**src/rtl/grade_scan_display.sv**
```systemverilog
// grade_scan_display: accepts a score over a valid/ready handshake, converts it
// to BCD with a sequential double-dabble, and drives a time-multiplexed N-digit
// common-anode 7-seg display. Digit 0 shows the grade letter; digits
// 1..N_DIGITS-1 show ones, tens, ... of the score.
// Optional feature macro: GRADE_BLINK_EN (blink the grade digit while it shows S).
//
// Handshake: score_ready is high only in IDLE; a transfer happens on a rising
// clk edge where score_valid & score_ready. score_valid while score_ready is low
// is ignored and nothing is queued.
module grade_scan_display #(
  parameter int SCORE_W   = 8,
  parameter int N_DIGITS  = 4,
  parameter int SCAN_DIV  = 1000,
  parameter int T_B       = 5,
  parameter int T_A       = 15,
  parameter int T_S       = 21,
  parameter int MAX_SCORE = 25,
  parameter int BLINK_DIV = 64
) (
  input  logic               clk,
  input  logic               rst_n,
  input  logic [SCORE_W-1:0] score,
  input  logic               score_valid,
  output logic               score_ready,
  output logic [6:0]         seg,
  output logic [N_DIGITS-1:0] an
);

  localparam int BCD_D = N_DIGITS - 1;
  localparam int BCD_W = 4 * BCD_D;
  localparam int PW    = (SCAN_DIV > 1) ? $clog2(SCAN_DIV) : 1;
  localparam int IW    = (N_DIGITS > 1) ? $clog2(N_DIGITS) : 1;
  localparam int CW    = $clog2(SCORE_W + 1);

  localparam logic [6:0] SEG_BLANK = 7'b1111111;
  localparam logic [6:0] SEG_DASH  = 7'b0111111;
  localparam logic [6:0] SEG_C     = 7'b1000110;
  localparam logic [6:0] SEG_B     = 7'b0000011;
  localparam logic [6:0] SEG_A     = 7'b0001000;
  localparam logic [6:0] SEG_S     = 7'b0010010;

  typedef enum logic [1:0] {IDLE, CONV, UPDATE} state_t;

  state_t               state;
  logic [SCORE_W-1:0]   sc;
  logic [SCORE_W-1:0]   sh;
  logic [BCD_W-1:0]     bcd;
  logic [BCD_W-1:0]     bcd_adj;
  logic [CW-1:0]        cnt;
  logic [6:0]           pat     [N_DIGITS];
  logic [6:0]           new_pat [N_DIGITS];
  logic [PW-1:0]        presc;
  logic [IW-1:0]        idx;
  logic                 blank_grade;
  logic                 nz;
  logic [3:0]           dig;
  logic                 over;

  function automatic logic [6:0] seg7(input logic [3:0] d);
    case (d)
      4'd0:    seg7 = 7'b1000000;
      4'd1:    seg7 = 7'b1111001;
      4'd2:    seg7 = 7'b0100100;
      4'd3:    seg7 = 7'b0110000;
      4'd4:    seg7 = 7'b0011001;
      4'd5:    seg7 = 7'b0010010;
      4'd6:    seg7 = 7'b0000010;
      4'd7:    seg7 = 7'b1111000;
      4'd8:    seg7 = 7'b0000000;
      4'd9:    seg7 = 7'b0010000;
      default: seg7 = SEG_BLANK;
    endcase
  endfunction

  // Double-dabble correction: every BCD digit >= 5 gets +3 before the shift.
  always_comb begin
    bcd_adj = bcd;
    for (int j = 0; j < BCD_D; j++) begin
      if (bcd[4*j +: 4] >= 4'd5)
        bcd_adj[4*j +: 4] = bcd[4*j +: 4] + 4'd3;
    end
  end

  // Next display pattern built from the latched score and finished BCD value.
  always_comb begin
    over = (sc > SCORE_W'(MAX_SCORE));
    nz   = 1'b0;
    dig  = 4'd0;
    for (int k = 0; k < N_DIGITS; k++) new_pat[k] = SEG_BLANK;
    if (over)                      new_pat[0] = SEG_BLANK;
    else if (sc >= SCORE_W'(T_S))  new_pat[0] = SEG_S;
    else if (sc >= SCORE_W'(T_A))  new_pat[0] = SEG_A;
    else if (sc >= SCORE_W'(T_B))  new_pat[0] = SEG_B;
    else                           new_pat[0] = SEG_C;
    // Walk from the most significant digit down so leading zeros blank,
    // while the ones digit always shows.
    for (int j = BCD_D - 1; j >= 0; j--) begin
      dig = bcd[4*j +: 4];
      if (dig != 4'd0) nz = 1'b1;
      if (over)                new_pat[j+1] = SEG_DASH;
      else if (nz || (j == 0)) new_pat[j+1] = seg7(dig);
      else                     new_pat[j+1] = SEG_BLANK;
    end
  end

  // Control FSM: accept, shift-add-3 for SCORE_W cycles, load display atomically.
  always_ff @(posedge clk or negedge rst_n) begin
    if (!rst_n) begin
      state       <= IDLE;
      score_ready <= 1'b1;
      sc          <= '0;
      sh          <= '0;
      bcd         <= '0;
      cnt         <= '0;
      for (int k = 0; k < N_DIGITS; k++) pat[k] <= SEG_BLANK;
    end else begin
      case (state)
        IDLE: begin
          if (score_valid && score_ready) begin
            sc          <= score;
            sh          <= score;
            bcd         <= '0;
            cnt         <= '0;
            score_ready <= 1'b0;
            state       <= CONV;
          end
        end
        CONV: begin
          bcd <= {bcd_adj[BCD_W-2:0], sh[SCORE_W-1]};
          sh  <= sh << 1;
          cnt <= cnt + 1'b1;
          if (cnt == CW'(SCORE_W - 1)) state <= UPDATE;
        end
        UPDATE: begin
          for (int k = 0; k < N_DIGITS; k++) pat[k] <= new_pat[k];
          score_ready <= 1'b1;
          state       <= IDLE;
        end
        default: begin
          score_ready <= 1'b1;
          state       <= IDLE;
        end
      endcase
    end
  end

`ifdef GRADE_BLINK_EN
  localparam int FW = (BLINK_DIV > 1) ? $clog2(BLINK_DIV) : 1;
  logic [FW-1:0] frame_cnt;
  logic          phase;

  // Frame counter: toggles blink phase every BLINK_DIV complete scan frames.
  always_ff @(posedge clk or negedge rst_n) begin
    if (!rst_n) begin
      frame_cnt <= '0;
      phase     <= 1'b0;
    end else if ((presc == PW'(SCAN_DIV - 1)) && (idx == IW'(N_DIGITS - 1))) begin
      if (frame_cnt == FW'(BLINK_DIV - 1)) begin
        frame_cnt <= '0;
        phase     <= ~phase;
      end else begin
        frame_cnt <= frame_cnt + 1'b1;
      end
    end
  end

  assign blank_grade = (pat[0] == SEG_S) && !phase;
`else
  assign blank_grade = 1'b0;
`endif

  // Scan: prescaler steps the digit index; an and seg register together.
  always_ff @(posedge clk or negedge rst_n) begin
    if (!rst_n) begin
      presc <= '0;
      idx   <= '0;
      an    <= '1;
      seg   <= SEG_BLANK;
    end else begin
      if (presc == PW'(SCAN_DIV - 1)) begin
        presc <= '0;
        idx   <= (idx == IW'(N_DIGITS - 1)) ? '0 : idx + 1'b1;
      end else begin
        presc <= presc + 1'b1;
      end
      an  <= ~(N_DIGITS'(1) << idx);
      seg <= ((idx == '0) && blank_grade) ? SEG_BLANK : pat[idx];
    end
  end

endmodule

```
**config.mk**
```make
export PLATFORM = sky130hd
export DESIGN_NAME = grade_scan_display
export DESIGN_NICKNAME = d
export VERILOG_FILES = /design/src/rtl/grade_scan_display.sv
export SDC_FILE = /design/constraint.sdc
export NUM_CORES = 1
export LEC_CHECK = 0
export ABC_AREA = 1
export BUFFER_PORTS_ARGS = -buffer_cell sky130_fd_sc_hd__buf_2
export CAP_MARGIN = 20
export CORE_MARGIN = 4
export CORE_UTILIZATION = 30
export DETAILED_ROUTE_END_ITERATION = 10
export GPL_TIMING_DRIVEN = 0
export PLACE_DENSITY = 0.53
export SLEW_MARGIN = 20
export SYNTH_ARGS = -nofsm -noshare
export SYNTH_HDL_FRONTEND = slang
export SYNTH_SLANG_ARGS = --single-unit
```
**constraint.sdc**
```tcl
create_clock -name clk -period 1.4 [get_ports clk]
set_input_delay 0 -clock clk [delete_from_list [all_inputs] [get_ports clk]]
set_output_delay 0 -clock clk [all_outputs]
set_load 0.05 [all_outputs]
```
==> results of run 1 <==
==> worst max-delay path: cells and delay by family (launching register included) <==
kind	cells	cell delay (ps)
fa+ha+maj	2	320
flops	1	450
buf+inv	1	90
compound gates	2	210
simple gates	3	240
==> cell families after synthesis <==
family	after synthesis	synth area share [%]
compound gates	93	11.4
simple gates	269	26.2
xor+xnor	1	0.204
fa+ha+maj	21	6.11
flops	85	50.6
buf+inv	58	5.44
==> through the flow <==
stage / TNS, ps / utilization [%]
4_1_cts: -31.7 / 37.2
2_1_floorplan: -0.790 / -
6_report: 0 / 39.4
3_5_place_dp: -2740 / 33.5
5_1_grt: -188 / 39.4
3_3_place_gp: -20950 / 33.3
==> cell usage in the layout, fill, tap and decap left out, types with 3 or more instances in the layout <==
cell type and n:
ha_2 4, inv_2 10, dfrtp_2 9, o21ai_1 7
buf_4 28, dfrtp_1 37, nor2_4 6, dlygate4sd3_1 10
buf_2 24, buf_6 5, a21oi_1 33, ha_4 4
ha_1 13, o22ai_1 7, o21ai_0 37, nand2_2 4
nor2_2 4, inv_1 32, nand3_1 36, nor2_1 83
clkbuf_16 9, nand2_1 119, clkinvlp_4 3, dfstp_2 39
==> worst paths after layout <==
kind | from | endpoint | cells after the start
setup / recovery | bcd[8] | pat[4] | 8
hold reg to reg | pat[12] | pat[12] | 2
min in group clk | score[7] | sc[7] | 4
setup reg to reg | bcd[8] | pat[4] | 8
hold / removal | rst_n | bcd[9] | 2
max in group asynchronous | rst_n | pat[25] | 3
==> sequential cells by signal (all words and copies together) (netlist names) <==
signal       cells
sc               8
cnt              4
seg              7
score_ready      1
bcd             12
pat             27
state            2
an               4
presc           10
sh               8
idx              2
==> layer usage <==
| layer | up-vias | track usage (%) | share of wire, % | wire (um) |
|---|---|---|---|---|
| li1 | 1855 | - | - | - |
| met3 | 16 | 2.75 | 3.4 | 353 |
| met2 | 53 | 20.7 | 47 | 4900 |
| met5 | - | 0 | 0 | 0 |
| met4 | 0 | 5.87 | 2.1 | 219 |
| met1 | 1768 | 17.3 | 47 | 4860 |
==> layout make-up <==
cell class              instances  area share [%]
flip-flops and latches         85            39.8
clock inverters                 4           0.843
inverters                      46            3.37
repair buffers                 60            8.13
well taps                     180            4.10
plain buffers                  11            1.57
multi-input cells             384            37.5
clock buffers                  12            4.67
==> timing repair <==
item / 4_1_cts / 5_1_grt
pin swaps: 2 / 13
endpoints found under the setup margin: 43 / 53
endpoints found under the hold margin: 45 / 0
cloned: 0 / 2
buffers inserted: 6 / 19
resized for setup: 19 / 61
hold buffers: 10 / 0
==> where the power goes <==
part	switching [mW]	internal [mW]
Sequential	0.626	3.51
Clock	0.964	1.47
Combinational	3.02	2.00
Total	4.61	6.98
==> results.py, run 1 <==
metrics = {
    "critical_path": {
        "slowest_stage": "dfrtp_2",
        "worstPathArrival_ps": 1660,
        "critPathMostFrequentCell": "nor2_1",
        "max_stage_delay_ps": 450,
        "rrSetupSlack_ps": 20,
        "path_max_fanout": 6,
        "startpoint_type": "register",
        "required_ps": 1680,
        "criticalPathCategory": "reg -> reg",
        "critical_path.endpoint_type": "register",
        "crit_path_cell_trace": "inv_4 -> ha_4 -> ha_1 -> nor2_1 -> a21oi_1 -> o21ai_1 -> nor2_2 -> nor2_1",
    },
    "route": {
        "ant_nets": 0,
        "routed_wl_um": 10300,
        "first_pass_iters": 5,
        "avgRoutedWirePerCell_um": 13.2,
        "drtIter0Drc": 242,
        "vias": 3692,
        "vias_per_cell": 4.72,
        "drc": 0,
    },
    "run": {
        "drv_cap": 0,
    },
    "global_route": {
        "overflow": 0,
        "grt_max_degree": 58,
        "grtUsageTotal_pct": 13.1,
        "grt_pass1_vias": 3528,
        "grt_pass1_wl_um": 17000,
        "antenna_found_initial": 0,
    },
    "floorplanning": {
        "die_height_um": 128,
        "die_w_um": 128,
        "ios": 23,
        "start_util_pct": 30.8,
        "rows": 43,
        "die_area_um2": 16300,
        "core_area_um2": 13900,
    },
    "cts": {
        "cts_sinks": 85,
        "cts_tree": "yes",
        "cts_htree_levels": 3,
        "clk_pin_slew_worst_paths_ps": 60,
        "cts_buffers": 9,
        "root_buffer": "clkbuf_16",
        "clk_latency_ps": 350,
        "clk_path_buf_depth": 2,
    },
    "synthesis": {
        "yosysTopAreaCell": "dfrtp_1",
        "synth_top_area_share_pct": 26.8,
        "ys_seq_area_share_pct": 50.6,
        "ys_top_cells_by_count": "124 x nand2_1, 88 x nor2_1, 46 x dfrtp_1, 44 x o21ai_0, 41 x inv_1",
        "synthCells": 527,
        "avgSynthCellArea_um2": 8.16,
        "ys_types": 32,
        "async_flop_share_pct": 100,
        "post-synth-top-count-cell": "nand2_1",
        "synth_edf_count": 0,
        "synth_area_um2": 4300,
        "ys_seq_elements": 85,
        "synthFlopType": "dfrtp_1",
        "synth.area.top_cells": "dfrtp_1 27%, dfstp_2 24%, nand2_1 11%",
        "ys.warnings.count": 0,
        "synth_nets": 559,
    },
    "run_status": {
        "status": "finished clean",
    },
    "layout": {
        "antenna_cells": 0,
        "stdcell_count": 782,
        "syn_to_final_growth_pct": 27.8,
        "multi_input_area_um2": 2060,
        "drive_gt1_share_pct": 28.2,
        "fill_cells": 1403,
        "area.sequential_um2": 2190,
        "fin_nets": 629,
        "post-route-cell-area_um2": 5490,
    },
    "placement": {
        "dp.cells": 730,
        "place_ws_ps": -211,
        "dp_hpwl_um": 7070,
        "io_buffers": 22,
        "place.gp.congestion": 0.806,
        "placed_area_um2": 4670,
    },
    "timing": {
        "worst_slack_ps": 17.8,
        "timing.hold.ws_ps": 132,
        "fmax_ghz": 0.723,
        "finalCriticalPeriod_ps": 1380,
        "finClkSkew_ps": 4.77,
        "relSlewSlack_pct": 70.6,
        "drv_slew": 0,
        "rsz0062_at_grt": "yes",
        "finalHoldViolations": 0,
        "setup_viol": 0,
        "tightest_slew_ps": 442,
        "fin_crit_sh_pct": 98.7,
    },
    "power_and_ir_drop": {
        "power-per-cell-area_nw_per_um2": 2110,
        "ir_drop_mv": 0.741,
        "p_leak_nw": 2.51,
        "finalPower_mw": 11.6,
    },
    "worst_hold_path": {
        "hp-class": "in -> async",
    },
}
Note: power is estimated with default switching activity, not from simulation.
==> run 2, diff against run 1 <==
==> constraint.sdc (replaced) <==
create_clock -name clk -period 1.4 [get_ports clk]
set_input_delay 0.07 -clock clk [delete_from_list [all_inputs] [get_ports clk]]
set_output_delay 0.07 -clock clk [all_outputs]
set_load 0.05 [all_outputs]
==> results.py, run 2 (same netlist as run 1, synthesis figures left out) <==
metrics = {
    "layout": {
        "antenna_cells": 0,
        "drive_gt1_share_pct": 28.3,
        "final_common_cell": "nand2_1",
        "layout_common_cells": "118 x nand2_1, 83 x nor2_1, 39 x dfstp_2",
        "reg_top3": "pat: 27 flops, bcd: 12 flops, presc: 10 flops",
        "fin_nets": 628,
        "largest_register_ffs": 27,
        "top_register": "pat",
        "syn_to_final_growth_pct": 27.7,
    },
    "cts": {
        "cts_sinks": 85,
        "cts_buffers": 9,
        "clk_path_buf_depth": 2,
        "cts_htree_levels": 3,
        "root_buffer": "clkbuf_16",
        "clk_pin_slew_worst_paths_ps": 60,
        "clk_latency_ps": 350,
        "cts_tree": "yes",
    },
    "floorplanning": {
        "die_height_um": 128,
        "die_w_um": 128,
        "ios": 23,
        "core_area_um2": 13900,
        "rows": 43,
        "start_util_pct": 30.8,
        "die_area_um2": 16300,
    },
    "run_status": {
        "status": "finished clean",
    },
    "route": {
        "avgRoutedWirePerCell_um": 13.2,
        "drc": 0,
        "ant_nets": 0,
        "routed_wl_um": 10300,
        "drtIter0Drc": 263,
        "first_pass_iters": 4,
        "vias_per_cell": 4.71,
        "vias": 3680,
    },
    "placement": {
        "place.gp.congestion": 0.806,
        "dp_hpwl_um": 7070,
        "io_buffers": 22,
    },
    "global_route": {
        "grt_pass1_vias": 3528,
        "grtUsageTotal_pct": 13.1,
        "grt_pass1_wl_um": 17000,
        "use_met1_pct": 17.3,
        "overflow": 0,
        "grt_util_met2_pct": 20.7,
        "grt_max_degree": 58,
        "use_met3_pct": 2.75,
        "antenna_found_initial": 0,
        "grt-busiest-layer": "met2",
    },
    "critical_path": {
        "slowest_stage": "dfrtp_2",
        "critical_path.endpoint_type": "register",
        "path_max_fanout": 6,
        "crit_path_cell_trace": "inv_4 -> ha_4 -> ha_1 -> nor2_1 -> a21oi_1 -> o21ai_1 -> nor2_2 -> nor2_1",
        "startpoint_type": "register",
        "critPathMostFrequentCell": "nor2_1",
        "criticalPathCategory": "reg -> reg",
        "cpLargestDelayFamily": "flip-flops",
        "worstPathArrival_ps": 1660,
        "cp_num_buf_inv": 1,
        "required_ps": 1680,
        "max_stage_delay_ps": 450,
    },
    "timing": {
        "setup_viol": 0,
        "finClkSkew_ps": 4.18,
        "drv_slew": 0,
        "fmax_ghz": 0.725,
        "fin_crit_sh_pct": 98.5,
        "rsz0062_at_grt": "yes",
        "relSlewSlack_pct": 70.6,
        "timing.hold.ws_ps": 199,
        "fin_tns_setup_ps": 0,
        "finalHoldViolations": 0,
        "tightest_slew_ps": 441,
        "finalCriticalPeriod_ps": 1380,
    },
    "power_and_ir_drop": {
        "p_leak_nw": 2.50,
        "ir_drop_mv": 0.740,
        "power-per-cell-area_nw_per_um2": 2110,
    },
    "run": {
        "drv_cap": 0,
    },
    "worst_hold_path": {
        "hp-class": "in -> async",
    },
}
run 2: power by group:
group	switching, mW	internal [mW]	leakage [nW]
clock network	0.962	1.47	0.146
logic	3.02	1.99	1.37
registers	0.632	3.51	0.983
total	4.61	6.97	2.50
run 2: path summary, 6_finish.rpt:
kind | startpoint | endpoint | slack [ps] | depth (start not counted)
min reg2reg | pat[12] | pat[12] | 470 | 2
min in group clk | pat[12] | pat[12] | 470 | 2
max | bcd[8] | pat[4] | 20 | 8
min | rst_n | bcd[9] | 200 | 2
max reg2reg | bcd[8] | pat[4] | 20 | 8
max in group asynchronous | rst_n | pat[25] | 540 | 3
run 2: area by class of cell:
type                    count  area (um^2)
well taps                 180          225
flip-flops and latches     85         2190
inverters                  46          185
clock inverters             4         46.3
repair buffers             59          439
plain buffers              11         86.3
fillers                  1404         8450
multi-input cells         384         2060
clock buffers              12          256
run 2: timing repair:
action / CTS / global route
hold buffers: 10 / 0
buffers inserted: 6 / 18
pin swaps: 2 / 13
setup endpoints to repair: 43 / 53
gates cloned: 0 / 2
endpoints found under the hold margin: 43 / 0
gates resized for setup: 19 / 62
run 2: per-layer routing:
metal | part of all wire, % | routed length [um]
met5 | 0 | 0
met2 | 48 | 4920
met4 | 2.1 | 219
met1 | 47 | 4890
met3 | 2.9 | 297
run 2: stage by stage:
stage	total power, mW	instances	utilization, %	setup WS [ps]	cell area (um^2)
after floorplan	7.05	527	-	-0.790	4310
after global placement	8.03	729	33.3	-485	4640
after detailed placement	8.13	730	33.5	-211	4670
after CTS	10.9	761	37.2	-31.7	5180
after global routing	12.5	781	39.4	-39.8	5490
final	11.6	781	39.4	20.9	5490
==> run 3, diff against run 2 <==
CORE_UTILIZATION = 25   (was 30)
PLACE_DENSITY = 0.47   (was 0.53)
==> results.py, run 3 (same netlist as run 1, synthesis figures left out) <==
metrics = {
    "power_and_ir_drop": {
        "internal-power_mw": 6.86,
        "p_leak_nw": 2.51,
        "power-per-cell-area_nw_per_um2": 2080,
        "finalPower_mw": 11.4,
        "clkPwrFrac_pct": 20.1,
        "combPwrFrac_pct": 43.5,
        "seq_power_share_pct": 36.3,
        "p_sw_mw": 4.56,
        "ir_drop_mv": 0.738,
        "switching_share_pct": 39.9,
    },
    "floorplanning": {
        "die_height_um": 139,
        "ios": 23,
        "die_area_um2": 19400,
        "core_area_um2": 16700,
        "die_w_um": 139,
        "start_util_pct": 25.7,
        "rows": 47,
    },
    "layout": {
        "post-route-cell-area_um2": 5480,
        "largest_register_ffs": 27,
        "layout_common_cells": "118 x nand2_1, 82 x nor2_1, 40 x dfrtp_1",
        "antenna_cells": 0,
        "utilization_pct": 32.8,
        "fin_nets": 627,
        "reg_top3": "pat: 27 flops, bcd: 12 flops, presc: 10 flops",
        "final_common_cell": "nand2_1",
        "top_register": "pat",
        "drive_gt1_share_pct": 27.3,
        "stdcell_count": 820,
        "syn_to_final_growth_pct": 27.6,
    },
    "critical_path": {
        "critical_path.endpoint_type": "register",
        "required_ps": 1670,
        "rrSetupSlack_ps": 30,
        "crit_path_cell_trace": "inv_4 -> ha_4 -> ha_1 -> or2_2 -> nand2_1 -> nor2_1 -> a21oi_1",
        "startpoint_type": "register",
        "cp_num_buf_inv": 1,
        "criticalPathCategory": "reg -> reg",
        "path_max_fanout": 5,
        "slowest_stage": "dfrtp_2",
        "r2r-start": "bcd[4]",
        "r2r_cells": 7,
        "cpLargestDelayFamily": "flip-flops",
        "worstPathArrival_ps": 1640,
        "rr_endpoint": "pat[11]",
        "path_depth": 7,
        "max_stage_delay_ps": 390,
    },
    "global_route": {
        "grtUsageTotal_pct": 10.8,
        "grt_max_degree": 56,
        "grt_pass1_vias": 3489,
        "grt_pass1_wl_um": 17200,
        "overflow": 0,
        "antenna_found_initial": 0,
    },
    "timing": {
        "finalCriticalPeriod_ps": 1370,
        "finalHoldViolations": 1,
        "finClkSkew_ps": 12.7,
        "rsz0062_at_grt": "yes",
        "setup_viol": 0,
        "relSlewSlack_pct": 69.4,
        "drv_slew": 0,
        "timing.hold.ws_ps": -1.42,
        "fmax_ghz": 0.730,
        "fin_crit_sh_pct": 97.8,
        "tightest_slew_ps": 459,
    },
    "route": {
        "first_pass_iters": 5,
        "avgRoutedWirePerCell_um": 12.7,
        "ant_nets": 0,
        "vias": 3656,
        "routed_wl_um": 10400,
        "vias_per_cell": 4.46,
        "drc": 0,
        "drtIter0Drc": 203,
    },
    "cts": {
        "clk_latency_ps": 340,
        "cts_buffers": 9,
        "cts_sinks": 85,
        "clk_pin_slew_worst_paths_ps": 60,
        "clk_path_buf_depth": 2,
        "cts_tree": "yes",
        "cts_htree_levels": 3,
        "root_buffer": "clkbuf_16",
    },
    "worst_hold_path": {
        "hold_start": "score[1]",
        "holdPathEnd": "sc[1]",
        "holdPathStages": 3,
        "hp-class": "in -> reg",
    },
    "placement": {
        "place.gp.congestion": 0.773,
        "dp.cells": 770,
        "io_buffers": 22,
        "placed_area_um2": 4720,
        "dp_hpwl_um": 7320,
    },
    "run_status": {
        "violations": "hold timing",
        "status": "finished with violations",
    },
    "run": {
        "drv_cap": 0,
    },
}
==> run 3: layer usage <==
metal	share of wire [%]	GRT usage, %	vias up
met5	0	0	-
met1	49	14.9	1741
met2	46	16.7	54
li1	-	-	1849
met3	3.5	2.41	12
met4	1.6	4.17	0
==> run 3: final cells by class <==
type / count / area, um^2
Fill cell: 1781 / 11200
Sequential cell: 85 / 2180
Multi-Input combinational cell: 384 / 2040
Timing Repair Buffer: 58 / 429
Tap cell: 220 / 275
Clock buffer: 13 / 272
Inverter: 46 / 183
Buffer: 11 / 80.1
Clock inverter: 3 / 18.8
==> run 3: through the flow <==
stage | worst slack [ps] | setup TNS [ps]
final | 30.8 | 0
after global placement | -498 | -27050
after CTS | 4.62 | 0
after global routing | -60.1 | -330
after detailed placement | -208 | -2700
after floorplan | -0.790 | -0.790
==> run 3: what timing repair did <==
item | in CTS | in global routing
setup endpoints to repair | 43 | 45
pin swaps | 1 | 11
cloned | 0 | 1
endpoints found under the hold margin | 42 | 0
buffers inserted | 8 | 17
hold buffers | 9 | 0
gates resized for setup | 21 | 50
==> run 3: worst max path at each step <==
stage	from	slack [ps]	endpoint
3_3_place_gp	rst_n	-500	sc[1]
4_1_cts	bcd[7]	5	pat[13]
6_report	bcd[4]	30	pat[11]
5_1_grt	bcd[4]	-60	pat[11]
2_1_floorplan	score_ready	-0.8	bcd[7]
3_5_place_dp	idx[0]	-210	idx[1]
==> run 3: worst reg2reg max path, stage by stage, from the launching register on <==
cell     delay, ps
dfrtp_2        390
inv_4           50
ha_4           160
ha_1           170
or2_2          280
nand2_1         70
nor2_1          40
a21oi_1        140
==> run 3: power groups by stage <==
stage / combinational, mW / sequential (mW) / clock, mW
2_1_floorplan: 2.83 / 4.22 / 0
3_3_place_gp: 3.95 / 4.13 / 0
3_5_place_dp: 4.00 / 4.15 / 0
4_1_cts: 4.34 / 4.11 / 2.38
5_1_grt: 5.63 / 4.26 / 2.50
6_report: 4.97 / 4.15 / 2.30
